**src/rtl/fp_mul_arbiter_if.sv**
```systemverilog
// Requester-side bundle for the shared FP multiplier: operand handshake plus result return.
// Latency: none, wires only.
// Backpressure: req_ready gates operand transfer; responses have no backpressure.
interface fp_mul_arbiter_if #(
    parameter int NUM_REQ = 4
);
    logic [NUM_REQ-1:0]    req_valid;
    logic [NUM_REQ-1:0]    req_ready;
    logic [16*NUM_REQ-1:0] req_a;
    logic [16*NUM_REQ-1:0] req_b;
    logic [NUM_REQ-1:0]    rsp_valid;
    logic [31:0]           rsp_result;

    // Requesters drive operands and consume grants/results.
    modport master (
        output req_valid, req_a, req_b,
        input  req_ready, rsp_valid, rsp_result
    );

    // The arbiter consumes operands and drives grants/results.
    modport slave (
        input  req_valid, req_a, req_b,
        output req_ready, rsp_valid, rsp_result
    );
endinterface

```
**src/rtl/fp_mul_arbiter.sv**
```systemverilog
// Round-robin sharing of one fixed-latency half->single FP multiplier, with ID tags to route results back.
// Latency: accept in cycle t -> one-hot rsp_valid in cycle t+1+MUL_LATENCY; one accept per cycle sustained.
// Backpressure: one-hot req_ready, withheld while draining/halted; results are pushed with no backpressure.
module fp_mul_arbiter #(
    parameter int NUM_REQ     = 4,
    parameter int MUL_LATENCY = 5,
    parameter int ID_W        = 2
) (
    input  logic                             clock,
    input  logic                             resetn,
    fp_mul_arbiter_if.slave                  req_if,
    input  logic                             drain,
    output logic [15:0]                      mul_a,
    output logic [15:0]                      mul_b,
    input  logic [31:0]                      mul_result,
    output logic [$clog2(MUL_LATENCY+2)-1:0] inflight,
    output logic                             idle
);
    localparam int CNT_W      = $clog2(MUL_LATENCY + 2);
    // One tag stage for the operand register plus one per multiplier stage.
    localparam int TAG_STAGES = MUL_LATENCY + 1;
    localparam logic [CNT_W-1:0] CNT_MAX = CNT_W'(TAG_STAGES);

    localparam logic [1:0] ST_RUN   = 2'd0;
    localparam logic [1:0] ST_DRAIN = 2'd1;
    localparam logic [1:0] ST_HALT  = 2'd2;

    logic [1:0]         state;
    logic [1:0]         state_nxt;
    logic [ID_W-1:0]    rr_ptr;

    logic [NUM_REQ-1:0] valid_rot;
    logic               grant_any;
    logic [ID_W-1:0]    grant_id;
    logic               can_grant;
    logic               accept;
    logic [15:0]        sel_a;
    logic [15:0]        sel_b;

    logic               tag_vld [TAG_STAGES];
    logic [ID_W-1:0]    tag_id  [TAG_STAGES];
    logic               rsp_fire;
    logic [ID_W-1:0]    rsp_id;

    logic [CNT_W-1:0]   inflight_nxt;

    // Rotate the request vector so bit 0 is the requester rr_ptr points at.
    assign valid_rot = NUM_REQ'({req_if.req_valid, req_if.req_valid} >> rr_ptr);

    // First valid requester at or after rr_ptr, mapped back to its absolute ID.
    always_comb begin
        grant_any = 1'b0;
        grant_id  = rr_ptr;
        for (int k = 0; k < NUM_REQ; k++) begin
            if (!grant_any && valid_rot[k]) begin
                grant_any = 1'b1;
                grant_id  = ID_W'((int'(rr_ptr) + k) % NUM_REQ);
            end
        end
    end

    // Grants only in RUN with drain low; resetn gating keeps req_ready low while reset is held.
    assign can_grant = resetn && (state == ST_RUN) && !drain;
    assign accept    = can_grant && grant_any;

    assign req_if.req_ready = accept ? (NUM_REQ'(1) << grant_id) : '0;

    // Pick the granted requester's operands; unaccepted data is never captured.
    always_comb begin
        sel_a = '0;
        sel_b = '0;
        for (int k = 0; k < NUM_REQ; k++) begin
            if (grant_id == ID_W'(k)) begin
                sel_a = req_if.req_a[16*k +: 16];
                sel_b = req_if.req_b[16*k +: 16];
            end
        end
    end

    // Operand register feeding the multiplier; holds its value when nothing is accepted.
    always_ff @(posedge clock or negedge resetn) begin
        if (!resetn) begin
            mul_a <= '0;
            mul_b <= '0;
        end else if (accept) begin
            mul_a <= sel_a;
            mul_b <= sel_b;
        end
    end

    // Round-robin pointer moves past the requester just served.
    always_ff @(posedge clock or negedge resetn) begin
        if (!resetn) begin
            rr_ptr <= '0;
        end else if (accept) begin
            rr_ptr <= ID_W'((int'(grant_id) + 1) % NUM_REQ);
        end
    end

    // Tag pipe shadows the multiplier: shifts every cycle since the multiplier cannot stall.
    always_ff @(posedge clock or negedge resetn) begin
        if (!resetn) begin
            for (int s = 0; s < TAG_STAGES; s++) begin
                tag_vld[s] <= 1'b0;
                tag_id[s]  <= '0;
            end
        end else begin
            tag_vld[0] <= accept;
            tag_id[0]  <= grant_id;
            for (int s = 1; s < TAG_STAGES; s++) begin
                tag_vld[s] <= tag_vld[s-1];
                tag_id[s]  <= tag_id[s-1];
            end
        end
    end

    assign rsp_fire = tag_vld[TAG_STAGES-1];
    assign rsp_id   = tag_id[TAG_STAGES-1];

    assign req_if.rsp_valid  = rsp_fire ? (NUM_REQ'(1) << rsp_id) : '0;
    assign req_if.rsp_result = mul_result;

    // Occupancy: accept and response in the same cycle cancel; clamped so it can never wrap.
    always_comb begin
        inflight_nxt = inflight;
        if (accept && !rsp_fire && (inflight != CNT_MAX)) begin
            inflight_nxt = inflight + CNT_W'(1);
        end else if (!accept && rsp_fire && (inflight != '0)) begin
            inflight_nxt = inflight - CNT_W'(1);
        end
    end

    // Occupancy register.
    always_ff @(posedge clock or negedge resetn) begin
        if (!resetn) begin
            inflight <= '0;
        end else begin
            inflight <= inflight_nxt;
        end
    end

    // Drain/halt sequencing; emptiness uses the post-response count so HALT follows the last result directly.
    always_comb begin
        state_nxt = state;
        case (state)
            ST_RUN: begin
                if (drain) begin
                    state_nxt = ST_DRAIN;
                end
            end
            ST_DRAIN: begin
                if (!drain) begin
                    state_nxt = ST_RUN;
                end else if (inflight_nxt == '0) begin
                    state_nxt = ST_HALT;
                end
            end
            ST_HALT: begin
                if (!drain) begin
                    state_nxt = ST_RUN;
                end
            end
            default: state_nxt = ST_RUN;
        endcase
    end

    // State register.
    always_ff @(posedge clock or negedge resetn) begin
        if (!resetn) begin
            state <= ST_RUN;
        end else begin
            state <= state_nxt;
        end
    end

    assign idle = (state == ST_HALT);

endmodule

```
**src/flat_wrapper.sv**
```systemverilog
// flat-port wrapper written by rule: the top's interface ports become plain ports
module fp_mul_arbiter_flat 
#(
    parameter int NUM_REQ     = 4,
    parameter int MUL_LATENCY = 5,
    parameter int ID_W        = 2
)
  (clock, resetn, drain, mul_a, mul_b, mul_result, inflight, idle, req_if_req_valid, req_if_req_a, req_if_req_b, req_if_req_ready, req_if_rsp_valid, req_if_rsp_result);
  fp_mul_arbiter_if #(.NUM_REQ(NUM_REQ)) req_if_i ();
  input  logic clock;
  input  logic resetn;
  input  logic drain;
  output logic [15:0] mul_a;
  output logic [15:0] mul_b;
  input  logic [31:0] mul_result;
  output logic [$clog2(MUL_LATENCY+2)-1:0] inflight;
  output logic idle;
  input wire logic [$bits(req_if_i.req_valid)-1:0] req_if_req_valid;
  input wire logic [$bits(req_if_i.req_a)-1:0] req_if_req_a;
  input wire logic [$bits(req_if_i.req_b)-1:0] req_if_req_b;
  output wire logic [$bits(req_if_i.req_ready)-1:0] req_if_req_ready;
  output wire logic [$bits(req_if_i.rsp_valid)-1:0] req_if_rsp_valid;
  output wire logic [$bits(req_if_i.rsp_result)-1:0] req_if_rsp_result;
  assign req_if_i.req_valid = req_if_req_valid;
  assign req_if_i.req_a = req_if_req_a;
  assign req_if_i.req_b = req_if_req_b;
  assign req_if_req_ready = req_if_i.req_ready;
  assign req_if_rsp_valid = req_if_i.rsp_valid;
  assign req_if_rsp_result = req_if_i.rsp_result;
  fp_mul_arbiter #(.NUM_REQ(NUM_REQ), .MUL_LATENCY(MUL_LATENCY), .ID_W(ID_W)) u_core (.clock(clock), .resetn(resetn), .req_if(req_if_i), .drain(drain), .mul_a(mul_a), .mul_b(mul_b), .mul_result(mul_result), .inflight(inflight), .idle(idle));
endmodule
```
**config.mk**
```make
export PLATFORM = sky130hd
export DESIGN_NAME = fp_mul_arbiter_flat
export DESIGN_NICKNAME = d
export VERILOG_FILES = /design/src/rtl/fp_mul_arbiter_if.sv /design/src/rtl/fp_mul_arbiter.sv /design/src/flat_wrapper.sv
export SDC_FILE = /design/constraint.sdc
export NUM_CORES = 1
export LEC_CHECK = 0
export BUFFER_PORTS_ARGS = -buffer_cell sky130_fd_sc_hd__buf_4
export CORE_ASPECT_RATIO = 0.9
export CORE_MARGIN = 2
export CORE_UTILIZATION = 37
export DETAILED_ROUTE_END_ITERATION = 8
export GPL_TIMING_DRIVEN = 0
export HOLD_SLACK_MARGIN = 0.03
export MAX_ROUTING_LAYER = met4
export PLACE_DENSITY_LB_ADDON = 0.05
export SKIP_LAST_GASP = 1
export SYNTH_ARGS = -nofsm -noshare
export SYNTH_HDL_FRONTEND = slang
export SYNTH_SLANG_ARGS = --single-unit
```
**constraint.sdc**
```tcl
create_clock -name clock -period 2.47 [get_ports clock]
set_input_delay 0.1235 -clock clock [delete_from_list [all_inputs] [get_ports clock]]
set_output_delay 0.1235 -clock clock [all_outputs]
set_load 0.02 [all_outputs]
```
# Word level (Yosys, flattened, before mapping)
# Index checks and enable logic that the tools add are counted.
# W data, S select, Z words.
dict set report word_totals {
  register_bits 57
  inputBits 167
  output_inout_bits 76
  word_cells 80
}
dict set report op_classes {
  n_addsub 6
  eq_ne 9
  shift 3
  muxes 24
  n_reduce_logical 21
}
# operator count
set ops {}
lappend ops {{$mux W16} 8}
lappend ops {{$mux W2} 7}
lappend ops {{$logic_and A1 B1 Y1} 10}
lappend ops {{$mux W4} 2}
lappend ops {{$shl A1 B2 Y4 const A} 2}
lappend ops {{$shr A8 B2 Y4} 1}
lappend ops {{$eq A2 B2 Y1 const B} 3}
lappend ops {{$logic_not A1 Y1} 6}
lappend ops {{$mux W3} 2}
lappend ops {{$pmux W2 S3} 1}
lappend ops {{$add A2 B1 Y2 const B} 2}
lappend ops {{$add A2 B2 Y2 const B} 2}
lappend ops {{$eq A2 B1 Y1 const B} 2}
lappend ops {{$logic_not A2 Y1} 2}
lappend ops {{$mux W1} 4}
lappend ops {{$ne A2 B2 Y1 const B} 2}
lappend ops {{$add A3 B1 Y3 const B} 1}
lappend ops {{$logic_not A3 Y1} 1}
lappend ops {{$ne A3 B2 Y1 const B} 1}
lappend ops {{$ne A3 B3 Y1 const B} 1}
lappend ops {{$reduce_and A3 Y1} 1}
lappend ops {{$reduce_bool A3 Y1} 1}
lappend ops {{$sub A3 B1 Y3 const B} 1}

# Logic depth before layout (Yosys ltp)
dict set report logic_depth {
  word_depth 21
  ltp_mapped 12
  depth_no_buf 10
}

# Least setup slack after synthesis
# Ideal clock, no wire load.
dict set report synth_path {
  kind {flip-flop to flip-flop}
  start {reg u_core.rr_ptr[1]}
  end {reg u_core.mul_b[10]}
  setup_ns 0.077
  arrival_ns 2.235
  t_required_ns 2.393
  slack_ns 0.158
  path_stages_with_launch 13
  n_path_buf 2
  period_less_slack_ns 2.312
  cell_sequence {dfrtp_1 or2_2 a21oi_1 o31ai_1 inv_1 ha_1 clkbuf_1 nor2b_1 clkbuf_1 a221oi_1 nor3_1 a21oi_1 a21oi_1}
}
dict set report synth_via {
  elab_chain_len 16
  elab_cells_between_ends 26
  classes_between {add/sub: 3; eq/ne: 3; shift: 1; mux: 11; reduce/logical: 8}
}
# item line
set synth_lines {}
lappend synth_lines {{start: declaration} fp_mul_arbiter.sv:30} ;# logic [ID_W-1:0] rr_ptr;
lappend synth_lines {{start signal: assignment} fp_mul_arbiter.sv:96} ;# rr_ptr <= ID_W'((int'(grant_id) + 1) % NUM_REQ);
lappend synth_lines {{$shr A8 B2 Y4} fp_mul_arbiter.sv:48} ;# assign valid_rot = NUM_REQ'({req_if.req_valid, req_if.req_valid} >> rr_ptr);
lappend synth_lines {{$mux W1} fp_mul_arbiter.sv:55} ;# if (!grant_any && valid_rot[k]) begin
lappend synth_lines {{$logic_not A1 Y1} fp_mul_arbiter.sv:55}
lappend synth_lines {{$logic_and A1 B1 Y1} fp_mul_arbiter.sv:55}
lappend synth_lines {{$mux W1} fp_mul_arbiter.sv:55}
lappend synth_lines {{$logic_not A1 Y1} fp_mul_arbiter.sv:55}
lappend synth_lines {{$logic_and A1 B1 Y1} fp_mul_arbiter.sv:55}
lappend synth_lines {{$mux W1} fp_mul_arbiter.sv:55}
lappend synth_lines {{$logic_not A1 Y1} fp_mul_arbiter.sv:55}
lappend synth_lines {{$logic_and A1 B1 Y1} fp_mul_arbiter.sv:55}
lappend synth_lines {{$mux W2 *} fp_mul_arbiter.sv:55}
lappend synth_lines {{named net u_core.grant_id[1]} fp_mul_arbiter.sv:34} ;# logic [ID_W-1:0] grant_id;
lappend synth_lines {{$logic_not A2 Y1} fp_mul_arbiter.sv:73} ;# if (grant_id == ID_W'(k)) begin
lappend synth_lines {{$mux W16 (3 in series)} fp_mul_arbiter.sv:73}
lappend synth_lines {{$mux W16 *} fp_mul_arbiter.sv:73}
lappend synth_lines {{end signal: assignment} fp_mul_arbiter.sv:87} ;# mul_b <= sel_b;
lappend synth_lines {{end: declaration} fp_mul_arbiter.sv:14} ;# output logic [15:0] mul_b,
# The timed path passes the listed nets; every way through them passes the cells marked *.
# A chain may end at the register's enable or synchronous reset.

# Final worst setup path
dict set report layout_path {
  start {reg u_core.rr_ptr[1]}
  end {out req_if_req_ready[3]}
}
dict set report layout_via {
  elab_chain_len 13
  elab_cells_between_ends 20
  classes_between {add/sub: 3; shift: 2; mux: 8; reduce/logical: 7}
}
# item line
set layout_lines {}
lappend layout_lines {{$shr A8 B2 Y4} fp_mul_arbiter.sv:48}
lappend layout_lines {{$mux W1} fp_mul_arbiter.sv:55}
lappend layout_lines {{$logic_not A1 Y1} fp_mul_arbiter.sv:55}
lappend layout_lines {{$logic_and A1 B1 Y1} fp_mul_arbiter.sv:55}
lappend layout_lines {{$mux W1} fp_mul_arbiter.sv:55}
lappend layout_lines {{$logic_not A1 Y1} fp_mul_arbiter.sv:55}
lappend layout_lines {{$logic_and A1 B1 Y1} fp_mul_arbiter.sv:55}
lappend layout_lines {{$mux W1} fp_mul_arbiter.sv:55}
lappend layout_lines {{$logic_not A1 Y1} fp_mul_arbiter.sv:55}
lappend layout_lines {{$logic_and A1 B1 Y1} fp_mul_arbiter.sv:55}
lappend layout_lines {{$mux W2 *} fp_mul_arbiter.sv:55}
lappend layout_lines {{named net u_core.grant_id[1]} fp_mul_arbiter.sv:34}
lappend layout_lines {{$shl A1 B2 Y4 *} fp_mul_arbiter.sv:66} ;# assign req_if.req_ready = accept ? (NUM_REQ'(1) << grant_id) : '0;
lappend layout_lines {{$mux W4 *} fp_mul_arbiter.sv:66}
lappend layout_lines {{end: declaration} flat_wrapper.sv:21} ;# output wire logic [$bits(req_if_i.req_ready)-1:0] req_if_req_ready;
# Marked as above.

==> impl_metrics.yaml <==
clock_tree:
  worstSkewPairLatency_ps: 340
  cts_tree: "built"
  root_buffer: "clkbuf_8"
  h-tree-depth: 3
  clkTransAtPathRegs_ps: 70
  cts_buffer_depth: 2
  cts_sinks: 57
  cts_buffers: 9
setup_path:
  r2r.worst_path.cells: 12
  cp_max_fo: 11
  criticalPathCategory: "register to primary output"
  r2r-start: "u_core.rr_ptr[1]"
  crit_buf_inv: 2
  reg2reg_setup_slack_ps: 120
  crit_path_max_incr_delay_ps: 420
  crit_family: "buffers and inverters"
  path_cells: "or2_2 > a21oi_4 > o31ai_4 > ha_2 > clkbuf_2 > and3_1 > buf_4"
  required_ps: 2350
  endpoint_kind: "primary output"
  slowest_stage: "dfrtp_1"
  cp-start-kind: "register"
  timing.rr.end: "u_core.mul_a[15]"
  cp.arrival_ps: 2260
sta:
  rsz0062_at_grt: "true"
  period_share: 0.9638
  tightest_slew_ps: 533.7
  setup-tns-final_ps: 0
  setup_viol: 0
  layout_setup_ws_ps: 89.32
  min_period_ps: 2381
  fmax_mhz: 420.0
  slew_viol_final: 0
  hold_viol: 0
  skew_ps: 5.115
  relSlewSlack: 0.6433
finish:
  drive_gt1_frac: 0.4862
  layout.nets: 785
  layout_commonest_cell: "buf_4"
  layout_common_cells: "buf_4 (251), a21oi_1 (67), dfrtp_1 (57)"
  fill_cells: 808
  areaGrowthSynthToFinish_pct: 61.78
  n_antenna_cell: 0
global_route:
  antenna_found_initial: 0
  grt_max_degree: 58
  grt_pass1_wl_um: 17060
  track_usage: 0.2269
  grt.overflow.total: 0
  first_global_vias: 3508
logic_synthesis:
  syn_area_per_cell_um2: 8.843
  postSynthCellCount: 385
  yosysSeqAreaShare: 0.4190
  synth-edff-count: 0
  synth_ff_type: "dfrtp_1"
  async_reset_ff_frac: 1.000
  synth_cell_types: 42
  synth_warnings: 0
  syn_area_mm2: 0.003405
  yosys_register_bits: 57
  synth_fp_nets: 560
routing:
  dr.pass1.iters: 4
  via_per_inst: 5.034
  drc: 0
  vias: 3710
  wl_per_cell_um: 15.39
  drt-total-wl_um: 11340
  drt-initial-drc-count: 174
  detail-route-antenna-nets: 0
min_path:
  hold_class: "input pin to register"
  min-delay-start: "drain"
  hold_end: "u_core.state[1]"
  worstHoldPathCells: 3
pwr:
  peakVddDrop_mv: 0.4944
  p_sw_w: 0.002522
  p_int_w: 0.003418
  clkPwrFrac: 0.150
  swShare: 0.4246
  seqPwrFrac: 0.273
  powerDensity_mw_per_mm2: 1078
  power_leakage_nw: 2.662
  power_frac_comb: 0.577
placed_design:
  place_congestion: 0.8252
  preCtsSetupSlack_ps: -631.8
  port_buffers: 210
  dp_hpwl_um: 8869
floorplanning:
  die_w_um: 105.1
  fp.dieArea_mm2: 0.009985
  rows: 33
  boundaryPins: 243
  die_h_um: 95
  fp.coreArea_mm2: 0.009042
  start_util: 0.3765
run:
  max_cap_violations: 0
status:
  outcome: "complete, no violations"
[worst max path at each step]
stage	cells past startpoint	endpoint	startpoint
floorplan	12	u_core.mul_b[10]	u_core.rr_ptr[1]
global placement	12	u_core.mul_b[3]	u_core.rr_ptr[1]
detailed placement	12	u_core.mul_b[3]	u_core.rr_ptr[1]
CTS	11	u_core.mul_b[3]	u_core.rr_ptr[1]
global route	7	req_if_req_ready[3]	u_core.rr_ptr[1]
finish	7	req_if_req_ready[3]	u_core.rr_ptr[1]
[registers in the layout, summed over array words and instances, names as in the netlist]
register	flops
u_core.mul_a	16
u_core.mul_b	16
u_core.tag_id	10
u_core.tag_vld	5
u_core.inflight	3
u_core.rr_ptr	2
u_core.rsp_id	2
u_core.state	2
u_core.rsp_fire	1
[cell families after synthesis]
logic type | Yosys count | share of synthesized area
xor gates and xnor gates | 1 | 0.002573
AOI/OAI and AO/OA | 117 | 0.2205
and+or+nand+nor | 133 | 0.2099
buffers and inverters | 68 | 0.1154
adders and majority gates | 8 | 0.02940
DFF | 57 | 0.4190
muxes | 1 | 0.003307
[synthesized netlist by cell type (all sizes together) (3+ instances only)]
cell type,n,area (µm²)
a221oi,31,271.5
o211ai,3,22.52
nor2b,36,225.2
nor2,35,133.9
o21ai,3,15.01
clkbuf,21,78.83
inv,6,22.52
nand2b,3,18.77
buf,41,291.5
ha,8,100.1
a211o,3,26.28
nor3,32,160.2
a21oi,68,340.3
and3,6,37.54
nand2,8,30.03
dfrtp,57,1426
[stage by stage]
step	utilization	std cells	total power [W]	area, µm²	hold WS (ps)
after floorplan	-	385	0.003623	3405	-172.1
after CTS	0.5985	733	0.005852	5411	30.86
after global placement	0.5677	717	0.004819	5134	228.7
after global routing	0.6091	737	0.006393	5508	40.02
final	0.6091	737	0.005940	5508	42.56
after detailed placement	0.5677	717	0.004881	5134	228.8
[layout make-up]
class | instances | area (µm²) | share of cell area
clock inverters | 5 | 53.80 | 0.009768
multi-input cells | 260 | 1650 | 0.2996
well taps | 122 | 152.6 | 0.02771
clock buffers | 11 | 151.4 | 0.02749
repair buffers | 216 | 1644 | 0.2985
flip-flops and latches | 57 | 1426 | 0.2590
plain buffers | 60 | 406.6 | 0.07383
inverters | 6 | 22.52 | 0.004089
[layer usage]
layer,global-route usage,vias up,wire length (µm)
li1,-,1806,-
met3,0.07453,10,753
met2,0.3647,142,5700
met4,0.05778,0,148
met1,0.2783,1752,4738
met5,-,-,0
[power by group through the flow]
stage          Combinational (W)  Clock, W  Sequential (W)
5_1_grt                  0.00375  0.000962         0.00168
3_3_place_gp             0.00320         0         0.00161
2_1_floorplan            0.00169         0         0.00194
6_report                 0.00342  0.000892         0.00162
3_5_place_dp             0.00325         0         0.00163
4_1_cts                  0.00332  0.000909         0.00162
[repair_timing]
action | CTS | global route
setup endpoints to repair | 35 | 33
endpoints found under the hold margin | 57 | 0
hold buffers | 2 | 0
pin swaps | 0 | 3
gates resized for setup | 18 | 32
buffers inserted | 0 | 4
[worst register-to-register path: cells and delay by family, from the launching register on]
family	cells	cell delay, ps
buffers and inverters	3	380
DFF	1	430
AOI/OAI and AO/OA	5	530
and+or+nand+nor	3	730
adders and majority gates	1	210
Power figures use the tool's default switching activity.
